**config.mk**
```make
export PLATFORM = sky130hd
export DESIGN_NAME = sifh_hist_rmw_ctrl
export DESIGN_NICKNAME = d
export VERILOG_FILES = /design/src/rtl/sifh_hist_rmw_ctrl.sv
export SDC_FILE = /design/constraint.sdc
export NUM_CORES = 1
export LEC_CHECK = 0
export CORE_MARGIN = 3
export CORE_UTILIZATION = 46
export DETAILED_ROUTE_END_ITERATION = 6
export GPL_TIMING_DRIVEN = 0
export PLACE_DENSITY = 0.79
export RECOVER_POWER = 50
export SKIP_CTS_REPAIR_TIMING = 1
export SYNTH_ARGS = -nofsm -noshare
export SYNTH_HDL_FRONTEND = slang
export SYNTH_SLANG_ARGS = --single-unit
export TNS_END_PERCENT = 50
```
**constraint.sdc**
```tcl
create_clock -name clk -period 4.1 [get_ports clk]
set_clock_uncertainty 0.1 [all_clocks]
set_input_delay 1.025 -clock clk [delete_from_list [all_inputs] [get_ports clk]]
set_output_delay 1.025 -clock clk [all_outputs]
set_load 0.01 [all_outputs]
```
**src/rtl/sifh_hist_rmw_ctrl.sv**
```systemverilog
// SiFH histogram SRAM sequencer: clear, read-modify-write accumulate, drain,
// then clear-on-read readout over a dual-port (1R/1W) SRAM.
module sifh_hist_rmw_ctrl #(
  parameter int DATA_W = 10,
  parameter int BIN_W  = 4,
  parameter int PIX_W  = 2,
  parameter int CNT_W  = 8,
  parameter int ADDR_W = PIX_W + BIN_W
) (
  input  logic              clk,
  input  logic              res,
  input  logic              start,
  input  logic              frame_done,
  input  logic              din_valid,
  output logic              din_ready,
  input  logic [DATA_W-1:0] din_data,
  input  logic [PIX_W-1:0]  din_pix,
  output logic [ADDR_W-1:0] ram_raddr,
  output logic              ram_ren,
  input  logic [CNT_W-1:0]  ram_rdata,
  output logic [ADDR_W-1:0] ram_waddr,
  output logic              ram_wen,
  output logic [CNT_W-1:0]  ram_wdata,
  output logic              rd_valid,
  output logic [ADDR_W-1:0] rd_addr,
  output logic [CNT_W-1:0]  rd_count,
  output logic              busy,
  output logic              done
);

  typedef enum logic [2:0] {
    IDLE    = 3'd0,
    CLEAR   = 3'd1,
    ACCUM   = 3'd2,
    DRAIN   = 3'd3,
    READOUT = 3'd4
  } state_t;

  localparam logic [ADDR_W-1:0] LAST_ADDR = {ADDR_W{1'b1}};
  localparam logic [CNT_W-1:0]  CNT_MAX   = {CNT_W{1'b1}};

  function automatic logic [CNT_W-1:0] satInc(input logic [CNT_W-1:0] v);
    if (v == CNT_MAX) satInc = CNT_MAX;
    else              satInc = v + CNT_W'(1);
  endfunction

  state_t              state_r;
  logic [ADDR_W-1:0]   sweep_r;
  logic                drainCnt_r;
  logic                s1Valid_r;
  logic [ADDR_W-1:0]   s1Addr_r;
  logic                fwdValid_r;
  logic [ADDR_W-1:0]   fwdAddr_r;
  logic [CNT_W-1:0]    fwdData_r;
  logic                rdIssue_r;
  logic                rdPend_r;
  logic [ADDR_W-1:0]   rdAddr_r;
  logic                done_r;

  logic [ADDR_W-1:0]   sampleAddr_s;
  logic [CNT_W-1:0]    baseCnt_s;
  logic [CNT_W-1:0]    incCnt_s;
  logic                unusedBits_s;

  assign sampleAddr_s = {din_pix, din_data[DATA_W-1 -: BIN_W]};
  assign unusedBits_s = ^din_data[DATA_W-BIN_W-1:0];
  // The SRAM returns stale data when read and written in the same cycle; the forward register covers it.
  assign baseCnt_s = (fwdValid_r && (fwdAddr_r == s1Addr_r)) ? fwdData_r : ram_rdata;
  assign incCnt_s  = satInc(baseCnt_s);

  assign din_ready = (state_r == ACCUM);
  assign busy      = (state_r != IDLE);
  assign rd_valid  = rdPend_r;
  assign rd_addr   = rdAddr_r;
  assign rd_count  = rdPend_r ? ram_rdata : {CNT_W{1'b0}};
  assign done      = done_r;

  // SRAM port steering per state
  always_comb begin
    ram_ren   = 1'b0;
    ram_raddr = {ADDR_W{1'b0}};
    ram_wen   = 1'b0;
    ram_waddr = {ADDR_W{1'b0}};
    ram_wdata = {CNT_W{1'b0}};
    case (state_r)
      CLEAR: begin
        ram_wen   = 1'b1;
        ram_waddr = sweep_r;
      end
      ACCUM: begin
        if (din_valid) begin
          ram_ren   = 1'b1;
          ram_raddr = sampleAddr_s;
        end else begin
          ram_ren   = 1'b0;
        end
        if (s1Valid_r) begin
          ram_wen   = 1'b1;
          ram_waddr = s1Addr_r;
          ram_wdata = incCnt_s;
        end else begin
          ram_wen   = 1'b0;
        end
      end
      DRAIN: begin
        if (s1Valid_r) begin
          ram_wen   = 1'b1;
          ram_waddr = s1Addr_r;
          ram_wdata = incCnt_s;
        end else begin
          ram_wen   = 1'b0;
        end
      end
      READOUT: begin
        if (rdIssue_r) begin
          ram_ren   = 1'b1;
          ram_raddr = sweep_r;
        end else begin
          ram_ren   = 1'b0;
        end
        if (rdPend_r) begin
          ram_wen   = 1'b1;
          ram_waddr = rdAddr_r;
        end else begin
          ram_wen   = 1'b0;
        end
      end
      default: begin
        ram_ren = 1'b0;
      end
    endcase
  end

  // Phase sequencer, RMW pipeline and readout pipeline
  always_ff @(posedge clk) begin
    if (!res) begin
      state_r    <= IDLE;
      sweep_r    <= {ADDR_W{1'b0}};
      drainCnt_r <= 1'b0;
      s1Valid_r  <= 1'b0;
      s1Addr_r   <= {ADDR_W{1'b0}};
      fwdValid_r <= 1'b0;
      fwdAddr_r  <= {ADDR_W{1'b0}};
      fwdData_r  <= {CNT_W{1'b0}};
      rdIssue_r  <= 1'b0;
      rdPend_r   <= 1'b0;
      rdAddr_r   <= {ADDR_W{1'b0}};
      done_r     <= 1'b0;
    end else begin
      s1Valid_r  <= (state_r == ACCUM) && din_valid;
      s1Addr_r   <= sampleAddr_s;
      fwdValid_r <= s1Valid_r;
      fwdAddr_r  <= s1Addr_r;
      fwdData_r  <= incCnt_s;
      rdPend_r   <= rdIssue_r;
      rdAddr_r   <= sweep_r;
      done_r     <= 1'b0;
      case (state_r)
        IDLE: begin
          if (start) begin
            state_r <= CLEAR;
            sweep_r <= {ADDR_W{1'b0}};
          end
        end
        CLEAR: begin
          sweep_r <= sweep_r + ADDR_W'(1);
          if (sweep_r == LAST_ADDR) state_r <= ACCUM;
        end
        ACCUM: begin
          if (frame_done) begin
            state_r    <= DRAIN;
            drainCnt_r <= 1'b0;
          end
        end
        DRAIN: begin
          drainCnt_r <= 1'b1;
          if (drainCnt_r) begin
            state_r   <= READOUT;
            sweep_r   <= {ADDR_W{1'b0}};
            rdIssue_r <= 1'b1;
          end
        end
        READOUT: begin
          if (rdIssue_r) begin
            sweep_r <= sweep_r + ADDR_W'(1);
            if (sweep_r == LAST_ADDR) rdIssue_r <= 1'b0;
          end else if (rdPend_r) begin
            state_r <= IDLE;
            done_r  <= 1'b1;
          end
        end
        default: state_r <= IDLE;
      endcase
    end
  end

endmodule

```
==> flow_metrics.py <==
metrics = {
    "status": {
        "outcome": "finished, final reports clean",
    },
    "timing": {
        "slew_headroom": 0.635,
        "max_clock_freq_mhz": 245,
        "setup_violations": 0,
        "timing.final.crit_share": 0.997,
        "timing.final.crit_period_ns": 4.09,
        "maxSlewViolCount": 0,
        "setup_ws_ns": 0.0137,
        "transition_time_at_the_pin_with_the_least_slew_margin_ns": 0.547,
        "hold_viol_final": 0,
    },
    "setup_path": {
        "worst_setup_path_end_kind": "primary output",
        "crit_path_max_incr_delay_ns": 0.54,
        "regToRegStartpoint": "s1Addr_r[5]$_SDFF_PN0_",
        "critical_path.slowest_cell": "clkdlybuf4s50_1",
        "worstSetupStartpointType": "input pin",
        "worst-path-max-fanout": 6,
        "regToRegSetupSlack_ns": 1.43,
        "critical_path.cell_chain": "clkdlybuf4s50_1 > mux2i_1 > inv_2 > ha_4 > nand3_1 > a21oi_2 > a41oi_2 > and3_1 > a311oi_2 > buf_2",
        "reg2reg_to": "fwdData_r[7]$_SDFF_PN0_",
        "rr_worst_depth": 11,
        "worst_ep_arrival_time_ns": 2.96,
        "critPathRequiredTime_ns": 2.97,
        "critical_path_class": "input pin to primary output",
    },
    "synthesis": {
        "synthDistinctLibCells": 44,
        "ys.warnings.count": 0,
        "post-synth-top-area-fraction": 0.395,
        "portion_of_the_post_synthesis_area_used_by_sequential_elements": 0.395,
        "synthesized_netlist_net_count": 265,
        "synthesis.instances": 238,
        "synth-main-ff-cell": "dfxtp_1",
        "synth_edf_count": 0,
        "synth_area_leader_cell": "dfxtp_1",
        "synth-seq-cells": 41,
        "synth_area_mm2": 0.00208,
        "synth_async_sr_flop_share": 0,
        "syn_area_per_cell_um2": 8.73,
        "synth.top_cells.by_area": "dfxtp_1 39%, and2_1 8.4%, a21oi_1 3.4%",
    },
    "power": {
        "pwr_density_cell_mw_per_mm2": 281,
        "power_leakage_uw": 0.00129,
        "worst_ir_drop_vdd_v": 0.000242,
    },
    "global_route": {
        "grt_pass1_wl_mm": 9.11,
        "groute.usage.overall": 0.219,
        "busiest_layer": "met2",
        "grtUsageMet1": 0.295,
        "grtUsageMet2": 0.344,
        "grt_antenna_before_repair": 0,
        "number_of_global_route_vias_before_repair": 1864,
        "grt_use_met3": 0.0510,
        "grt_start_max_net_pins": 15,
        "globalRoute.totalOverflow": 0,
    },
    "placement": {
        "dp_worst_setup_slack_ns": -0.668,
        "gp_routability_congestion": 0.871,
        "post_dp_cell_area_mm2": 0.00272,
        "dp_hpwl_mm": 4.15,
        "portBuffers": 58,
        "place_inst": 346,
    },
    "finish": {
        "final_net_count": 337,
        "final_util": 0.714,
        "num-fill-cells": 333,
        "finalNonFillerCells": 361,
        "final_design_area_no_fill_mm2": 0.00298,
        "area.growth.synth_to_final_pct": 43.4,
        "n_antenna_cell": 0,
        "post_route_cells_drive_above_1_share": 0.129,
    },
    "cts": {
        "clk_pin_slew_ns": 0.08,
        "htree_levels": 2,
        "cts_made_buffers": 5,
        "cts_max_path_buffers": 2,
        "cts_sinks": 41,
        "cts-root-buf": "clkbuf_8",
        "clock_insertion_delay_worst_skew_ns": 0.29,
        "tritoncts": "done",
    },
    "min_path": {
        "min_delay_path_depth": 1,
        "hp-start": "s1Valid_r$_SDFF_PN0_",
        "hold_path_end": "fwdValid_r$_SDFF_PN0_",
        "min_path_type": "flop to flop",
    },
    "die": {
        "initial_utilization": 0.498,
        "io_pins": 65,
        "die_area_mm2": 0.00536,
        "area_inside_the_core_boundary_mm2": 0.00417,
        "fp.dieW_um": 73.2,
        "rows": 23,
        "fp.dieH_um": 73.2,
    },
    "drt": {
        "vias_post_dr": 2059,
        "drt_pre_antenna_iters": 6,
        "via_per_inst": 5.70,
        "routed_wire_length_per_instance_um": 16.1,
        "postRouteAntennaNets": 0,
        "drcViolationCount": 0,
        "drt-initial-drc-count": 107,
        "route.final.wire_length_mm": 5.82,
    },
    "run": {
        "timing.max_cap.violations": 0,
    },
}
critical path: cells and delay by family:
kind,cells,cell delay [ns]
mux,1,0.11
compound gates,3,0.50
buf+inv,3,0.83
simple gates,2,0.30
fa+ha+maj,1,0.19
per-layer routing:
layer	up-vias	wire, um
li1	999	-
met1	978	2520
met2	75	2840
met3	7	370
met4	0	82
met5	-	0
per-stage QoR:
step                      hold slack [ns]  TNS (ns)  total power, uW
after global routing                0.425   -0.0657              870
after CTS                           0.400     -3.93              834
final                               0.400         0              837
after detailed placement            0.383     -2.98              513
after floorplan                     0.344         0              473
after global placement              0.377     -2.72              512
cells by family (layout without fill, tap and decap cells):
group	after synthesis	after routing	share of synthesized area
mux	8	8	0.0397
buf+inv	23	96	0.0452
flops	41	41	0.395
simple gates	99	99	0.273
xor+xnor	11	11	0.0500
fa+ha+maj	2	2	0.0120
compound gates	54	54	0.185
power by group:
part           internal (uW)  switching (uW)  total [uW]
registers                411            11.9         423
logic                   43.8            47.7        91.5
clock network            182             140         322
sequential cells by signal (all words and copies together) (netlist names), 3 cells and up:
signal	cells
fwdAddr_r	6
fwdData_r	8
rd_addr	6
s1Addr_r	6
state_r	3
sweep_r	6
cell type report:
cell class / count / area [um^2] / area share
tap: 50 / 62.6 / 0.0210
inverter: 11 / 41.3 / 0.0139
multi-input combinational: 174 / 1240 / 0.415
buffer: 11 / 52.6 / 0.0176
clock buffer: 5 / 68.8 / 0.0231
sequential: 41 / 822 / 0.276
timing repair buffer: 66 / 651 / 0.218
clock inverter: 3 / 46.3 / 0.0155
worst max-delay path by stage:
stage	start	cells past startpoint	slack (ns)	end
final	ram_rdata[0]	10	0.01	ram_wdata[4]
after global routing	s1Addr_r[5]$_SDFF_PN0_	13	-0.05	ram_wdata[4]
after CTS	s1Addr_r[5]$_SDFF_PN0_	14	-0.78	ram_wdata[4]
after detailed placement	ram_rdata[0]	11	-0.67	ram_wdata[4]
after global placement	ram_rdata[0]	11	-0.63	ram_wdata[4]
after floorplan	s1Addr_r[5]$_SDFF_PN0_	13	0.40	ram_wdata[4]
Yosys cell counts, drive strengths merged (2+ instances only):
cell type,count
dfxtp,41
and2,29
nand2,16
a21oi,14
nand3,12
clkbuf,11
inv,11
o21ai,11
nor2,9
a222oi,6
a22o,6
mux2i,6
nor3,6
xor2,6
and3,5
xnor2,5
a211oi,4
nor2b,4
or3,4
and4,3
nand2b,3
nand4,3
o31ai,3
a311oi,2
ha,2
mux2,2
o21a,2
or2,2
layout by cell type, fill, tap and decap left out, types with 2 or more instances in the layout:
| cell | instances |
|---|---|
| or3_1 | 3 |
| nor3_1 | 6 |
| xor2_1 | 5 |
| and2_1 | 16 |
| o31ai_1 | 2 |
| a21oi_1 | 13 |
| and4_1 | 3 |
| a22o_1 | 6 |
| mux2i_1 | 4 |
| nand2_1 | 16 |
| a222oi_1 | 6 |
| nor2_1 | 8 |
| o21a_1 | 2 |
| o21ai_0 | 10 |
| mux2i_4 | 2 |
| inv_1 | 10 |
| dfxtp_1 | 40 |
| nand2b_1 | 3 |
| clkbuf_8 | 5 |
| buf_4 | 8 |
| or2_2 | 2 |
| dlymetal6s2s_1 | 8 |
| mux2_2 | 2 |
| a211oi_1 | 4 |
| xnor2_1 | 5 |
| clkdlybuf4s50_1 | 40 |
| and3_1 | 5 |
| nor2b_1 | 4 |
| dlygate4sd3_1 | 8 |
| nand4_1 | 2 |
| and2_0 | 12 |
| nand3_1 | 11 |
| clkbuf_1 | 10 |
Power figures use the tool's default switching activity.
